<file path="src/rtl/hazard_forward_ctrl_pkg.sv">
// Shared definitions for the pipeline hazard/forwarding controller:
// EXE operand-select encodings and the memory wait-state FSM states.
package hazard_pkg;

   localparam logic [1:0] SEL_REG = 2'b00;
   localparam logic [1:0] SEL_MEM = 2'b01;
   localparam logic [1:0] SEL_WB  = 2'b10;

   // Wide enough for the largest supported wait (15 extra cycles).
   localparam int WAIT_CNT_W = 4;

   typedef enum logic {
      ST_IDLE = 1'b0,
      ST_WAIT = 1'b1
   } wait_state_t;

endpackage

</file>
<file path="src/rtl/hazard_forward_ctrl_mem_wait.sv">
// Variable-latency data-memory wait-state FSM: holds the back end of the
// pipeline for exactly MEM_WAIT cycles per load/store reaching MEM.
module mem_wait_fsm
   import hazard_pkg::*;
#(
   parameter int MEM_WAIT = 0
) (
   input  logic clk,
   input  logic rst,
   input  logic mem_access,
   output logic stall_back,
   output logic mem_busy
);

   localparam logic [WAIT_CNT_W-1:0] CNT_LOAD =
      WAIT_CNT_W'((MEM_WAIT > 0) ? (MEM_WAIT - 1) : 0);

   wait_state_t state, state_next;
   logic [WAIT_CNT_W-1:0] cnt, cnt_next;

   always_ff @(posedge clk) begin
      if (rst) begin
         state <= ST_IDLE;
         cnt   <= '0;
      end else begin
         state <= state_next;
         cnt   <= cnt_next;
      end
   end

   // The first wait cycle is the IDLE cycle in which the access arrives, so
   // the counter is loaded with one less than the total wait.
   always_comb begin
      state_next = state;
      cnt_next   = cnt;
      stall_back = 1'b0;
      mem_busy   = 1'b0;
      case (state)
         ST_IDLE: begin
            if (mem_access && (MEM_WAIT > 0)) begin
               stall_back = 1'b1;
               state_next = ST_WAIT;
               cnt_next   = CNT_LOAD;
            end
         end
         ST_WAIT: begin
            mem_busy   = 1'b1;
            stall_back = (cnt != '0);
            if (cnt == '0) begin
               state_next = ST_IDLE;
            end else begin
               cnt_next = cnt - 1'b1;
            end
         end
         default: state_next = ST_IDLE;
      endcase
   end

endmodule

</file>
<file path="src/rtl/hazard_forward_ctrl.sv">
// Pipeline control for the 5-stage core: load-use / data-hazard stalls,
// EXE operand forwarding, branch flush, memory wait and a stall counter.
module hazard_forward_ctrl
   import hazard_pkg::*;
#(
   parameter int REG_ADDR_W = 4,
   parameter int MEM_WAIT   = 0,
   parameter int FWD_EN     = 1,
   parameter int CNT_W      = 16
) (
   input  logic                  clk,
   input  logic                  rst,
   input  logic [REG_ADDR_W-1:0] id_src1,
   input  logic [REG_ADDR_W-1:0] id_src2,
   input  logic                  id_two_src,
   input  logic [REG_ADDR_W-1:0] exe_src1,
   input  logic [REG_ADDR_W-1:0] exe_src2,
   input  logic [REG_ADDR_W-1:0] exe_dest,
   input  logic                  exe_wb_en,
   input  logic                  exe_mem_r_en,
   input  logic [REG_ADDR_W-1:0] mem_dest,
   input  logic                  mem_wb_en,
   input  logic [REG_ADDR_W-1:0] wb_dest,
   input  logic                  wb_wb_en,
   input  logic                  mem_access,
   input  logic                  branch_taken,
   output logic                  freeze_front,
   output logic                  bubble_id,
   output logic                  stall_back,
   output logic                  flush,
   output logic [1:0]            sel_src1,
   output logic [1:0]            sel_src2,
   output logic                  mem_busy,
   output logic [CNT_W-1:0]      stall_cycles
);

   localparam logic [CNT_W-1:0] CNT_MAX = '1;

   logic match1, match2, load_use, hz;

   mem_wait_fsm #(
      .MEM_WAIT(MEM_WAIT)
   ) u_mem_wait (
      .clk        (clk),
      .rst        (rst),
      .mem_access (mem_access),
      .stall_back (stall_back),
      .mem_busy   (mem_busy)
   );

   // With forwarding only a load in EXE cannot be bypassed in time; without
   // it any in-flight writer of an ID source forces a stall.
   always_comb begin
      match1 = ((id_src1 == exe_dest) && exe_wb_en) ||
               ((id_src1 == mem_dest) && mem_wb_en);
      match2 = id_two_src &&
               (((id_src2 == exe_dest) && exe_wb_en) ||
                ((id_src2 == mem_dest) && mem_wb_en));
      load_use = exe_mem_r_en && exe_wb_en &&
                 ((id_src1 == exe_dest) || (id_two_src && (id_src2 == exe_dest)));
      hz = (FWD_EN != 0) ? load_use : (match1 || match2);
   end

   always_comb begin
      sel_src1 = SEL_REG;
      sel_src2 = SEL_REG;
      if (FWD_EN != 0) begin
         if (mem_wb_en && (exe_src1 == mem_dest)) begin
            sel_src1 = SEL_MEM;
         end else if (wb_wb_en && (exe_src1 == wb_dest)) begin
            sel_src1 = SEL_WB;
         end
         if (mem_wb_en && (exe_src2 == mem_dest)) begin
            sel_src2 = SEL_MEM;
         end else if (wb_wb_en && (exe_src2 == wb_dest)) begin
            sel_src2 = SEL_WB;
         end
      end
   end

   // A memory wait freezes everything, so a taken branch is deferred until
   // the wait ends; otherwise a flush supersedes any hazard stall.
   always_comb begin
      freeze_front = 1'b0;
      bubble_id    = 1'b0;
      flush        = 1'b0;
      if (stall_back) begin
         freeze_front = 1'b1;
      end else if (branch_taken) begin
         flush     = 1'b1;
         bubble_id = 1'b1;
      end else if (hz) begin
         freeze_front = 1'b1;
         bubble_id    = 1'b1;
      end
   end

   always_ff @(posedge clk) begin
      if (rst) begin
         stall_cycles <= '0;
      end else if (freeze_front && (stall_cycles != CNT_MAX)) begin
         stall_cycles <= stall_cycles + CNT_W'(1);
      end
   end

endmodule

</file>
<file path="config.mk">
export PLATFORM = sky130hd
export DESIGN_NAME = hazard_forward_ctrl
export DESIGN_NICKNAME = d
export VERILOG_FILES = /design/src/rtl/hazard_forward_ctrl_pkg.sv /design/src/rtl/hazard_forward_ctrl_mem_wait.sv /design/src/rtl/hazard_forward_ctrl.sv
export SDC_FILE = /design/constraint.sdc
export NUM_CORES = 1
export LEC_CHECK = 0
export CORE_UTILIZATION = 44
export DETAILED_ROUTE_END_ITERATION = 8
export MAX_ROUTING_LAYER = met4
export PLACE_DENSITY = 0.82
export SLEW_MARGIN = 20
export SYNTH_ARGS = -nofsm -noshare
export SYNTH_HDL_FRONTEND = slang
export SYNTH_SLANG_ARGS = --single-unit
</file>
<file path="constraint.sdc">
create_clock -name clk -period 2.9 [get_ports clk]
set_clock_uncertainty 0.15 [all_clocks]
set_input_delay 0.58 -clock clk [delete_from_list [all_inputs] [get_ports clk]]
set_output_delay 0.58 -clock clk [all_outputs]
set_load 0.05 [all_outputs]
</file>
==> results by group <==
Route
  – Total iterations of the first detailed-routing run: 5
  – Final Routed Wirelength: 3.67 mm
  – Average wire per cell in the routed design: 12.6 µm
  – Number of antenna-violating nets in the routed design: 0
  – Via count: 1,510
  – Drt via density: ~5.2
  – Count of routing violations after the opening detailed-route iteration: 41
  – DRC violations left: 0

Critical path
  – Reg2Reg Setup Slack: 0.59 ns
  – Endpoint of the worst register-to-register path: stall_cycles[10]
  – Worst setup path category: primary input to output port
  – Critical path startpoint category: primary input
  – Crit path max fanout: 6
  – Worst setup EP type: output port
  – Data arrival time of the worst path: 2.05 ns
  – Worst reg2reg path startpoint: stall_cycles[0]
  – FF-to-FF path depth: 6
  – Required time of the critical path: 2.17 ns

Power and ir drop
  – Proportion of power drawn by flip-flops and latches: 0.495
  – Fraction of power spent switching nets: 0.273
  – Total design power: approximately 0.00058 W
  – Clock network power share: 0.245
  – Standby leakage power: 0.909 nW
  – P_sw: roughly 0.00016 W
  – Worst IR Drop VDD: 0.195 mV
  – Combinational fraction of design power: 0.260
  – Power density normalized to cell area: about 250 nW/µm²
  – Int Pwr: 0.000424 W

STA
  – Total Neg Setup Slack: 0 ns
  – Crit path setup slack, layout: around 0.12 ns
  – Minimum period implied by the final worst setup slack: 2.78 ns
  – Max-slew violation total from the final report: 0
  – Transition time at the pin with the least slew margin: 0.653 ns
  – Number of failing setup endpoints in the final timing report: 0
  – Maximum clock frequency: approximately 360 MHz
  – Part of the cycle the worst path needs: 0.960
  – Final-report hold violation count: 0
  – Setup repair after global routing missed its margin: false
  – Worst hold margin: 0.374 ns
  – Remaining max-slew budget at the tightest pin: 0.562

Global routing
  – Via count of the first global-routing pass: 1,415
  – Overall routing resource usage: 0.207
  – Global-route wire length before repair: approximately 5.8 mm
  – Gr ovfl total: 0
  – Number of antenna violations at the first check in global routing: 0
  – Pin count of the biggest net entering global routing: 37

CTS
  – CTS Root Cell: clkbuf_4
  – Worst-path clk slew: 0.11 ns
  – Post-CTS setup buffer count: 0
  – Sink Count: 21
  – Number of H-tree levels: 1
  – Clock insertion delay at the later pin of the skew report: approximately 0.31 ns
  – TritonCTS clock tree: built
  – Number of hold buffers added after cts: 0
  – Count of cells resized by post-cts repair: 0
  – Total CTS buffers: 3
  – CTS max path bufs: 2

Logic synthesis
  – Dominant cells by area after synthesis: dfxtp_1 27%, xor2_1 12%, mux2_4 6.6%
  – Leading cell type by number of instances after synthesis: nor2_1
  – Fraction of post-synthesis cell area in the top cell type by area: 0.265
  – Sequential cell area fraction in the yosys report: 0.265
  – Most used DFF post-synth: dfxtp_1
  – Number of distinct library cells after synthesis: roughly 40
  – Synthesized instance count: approximately 180
  – EDFF count, synth: 0
  – Post-synthesis area per instance: approximately 8.6 µm²
  – Asr flop ratio synth: 0
  – Commonest cells in the netlist: 27 x nor2_1, 21 x dfxtp_1, 21 x xor2_1, 12 x nor2b_1, 10 x nand2_1
  – Post-Synthesis Net Count: 223
  – Total of flip-flops plus latches after synthesis: 21
  – Combined area of all synthesized cells: 1590 µm²
  – Synthesis warning total: 0
  – Cell type contributing the most total cell area after synthesis: dfxtp_1

Placement
  – GPL Wtd Cong: slightly below 0.8
  – Pre-CTS WS: 0.0332 ns
  – Total placed cells including tap cells: 287
  – Port Buffers: 60
  – DP HPWL: 2.89 mm

Die
  – Chip Width: 62.0 µm
  – Cell Rows: 21
  – Ports placed on the boundary: 62
  – Die Outline Area: 3850 µm²
  – Initial Utilization: 0.468
  – Die extent in y: 62.0 µm
  – Core region area: 3390 µm²

Final layout
  – Number of cells in the finished layout apart from fillers: 291
  – Fraction of layout cells with a size suffix above 1: 0.155
  – Ant. Diodes: 0
  – Layout-stage area growth over the synthesis result: 49.0%
  – Final-stage net count: 285

Min path
  – Endpoint of the worst hold-timing path: u_mem_wait.cnt[1]
  – Worst hold-check path type: flip-flop to flip-flop
  – Hold Startpoint: u_mem_wait.cnt[1]
  – Number of cells traversed by the worst hold path: 2

Run
  – Number of max-cap violations: 0

Status
  – Status: finished, final reports clean
-- logic make-up after synthesis --
logic type	after synthesis	synth area share
AND/OR/NAND/NOR	77	0.260
XOR/XNOR	27	0.149
AO/OA/AOI/OAI	26	0.144
flip-flops	21	0.265
adder cells (fa/ha/maj)	2	0.0158
buffers and inverters	16	0.0434
multiplexers	15	0.122
-- how the worst max path moves through the flow --
stage                                  end  slack, ns   startpoint  cells after the start
after floorplan                sel_src1[1]       0.30  exe_src1[3]                      3
after global placement    stall_cycles[13]       0.08  exe_dest[1]                      7
after detailed placement  stall_cycles[13]       0.03  exe_dest[1]                      7
final                         freeze_front       0.12  exe_dest[1]                      6
after global routing          freeze_front      0.008  exe_dest[0]                      6
after CTS                     freeze_front        0.1  exe_dest[1]                      6
-- metrics by stage --
| stage | utilization | area (µm²) |
|---|---|---|
| global route | 0.697 | 2360 |
| global placement | 0.689 | 2340 |
| floorplan | - | 1620 |
| finish | 0.697 | 2360 |
| detailed placement | 0.689 | 2340 |
| CTS | 0.697 | 2360 |
-- critical path, stage by stage --
cell and delay, ns:
clkdlybuf4s50_1 0.45, xor2_1 0.18, nor4_4 0.36, a22oi_4 0.16, nand2_1 0.12, buf_4 0.20
-- cell type report --
| type | count | area, µm² |
|---|---|---|
| flip-flops and latches | 21 | 420 |
| clock buffers | 4 | 26.3 |
| fillers | 270 | 1030 |
| well taps | 46 | 57.6 |
| inverters | 8 | 30.0 |
| multi-input cells | 147 | 1130 |
| repair buffers | 65 | 693 |
-- layer usage --
metal / share of wire / vias to the layer above / GRT usage
met5: 0 / - / -
met4: 0.0046 / 0 / 0.0286
met3: 0.070 / 6 / 0.0518
met2: 0.50 / 68 / 0.377
met1: 0.42 / 678 / 0.233
li1: - / 758 / -
-- power groups by stage --
stage	sequential [W]	combinational, W	clock (W)
final	0.000289	0.000152	0.000143
after global placement	0.000295	0.000149	0
after global routing	0.000289	0.000163	0.000159
after detailed placement	0.000295	0.000153	0
after CTS	0.000289	0.000153	0.000148
after floorplan	0.000296	0.0000687	0
-- sequential cells by signal, indices dropped and copies added (netlist names) --
name,flops
u_mem_wait.cnt,4
stall_cycles,16
u_mem_wait.state,1
-- cell usage in the layout, fill, tap and decap left out, types with 5 or more instances in the layout --
master           instances
clkdlybuf4s50_1         52
nor2_1                  27
a211oi_2                 5
dfxtp_1                 21
a21oi_1                  7
nand3_1                  9
buf_4                    7
xnor2_1                  6
buf_12                   6
nor2b_1                 12
mux2_1                   7
inv_1                    7
nand2_1                 10
mux2_4                   7
xor2_1                  21
(Power assumes the default switching activity.)
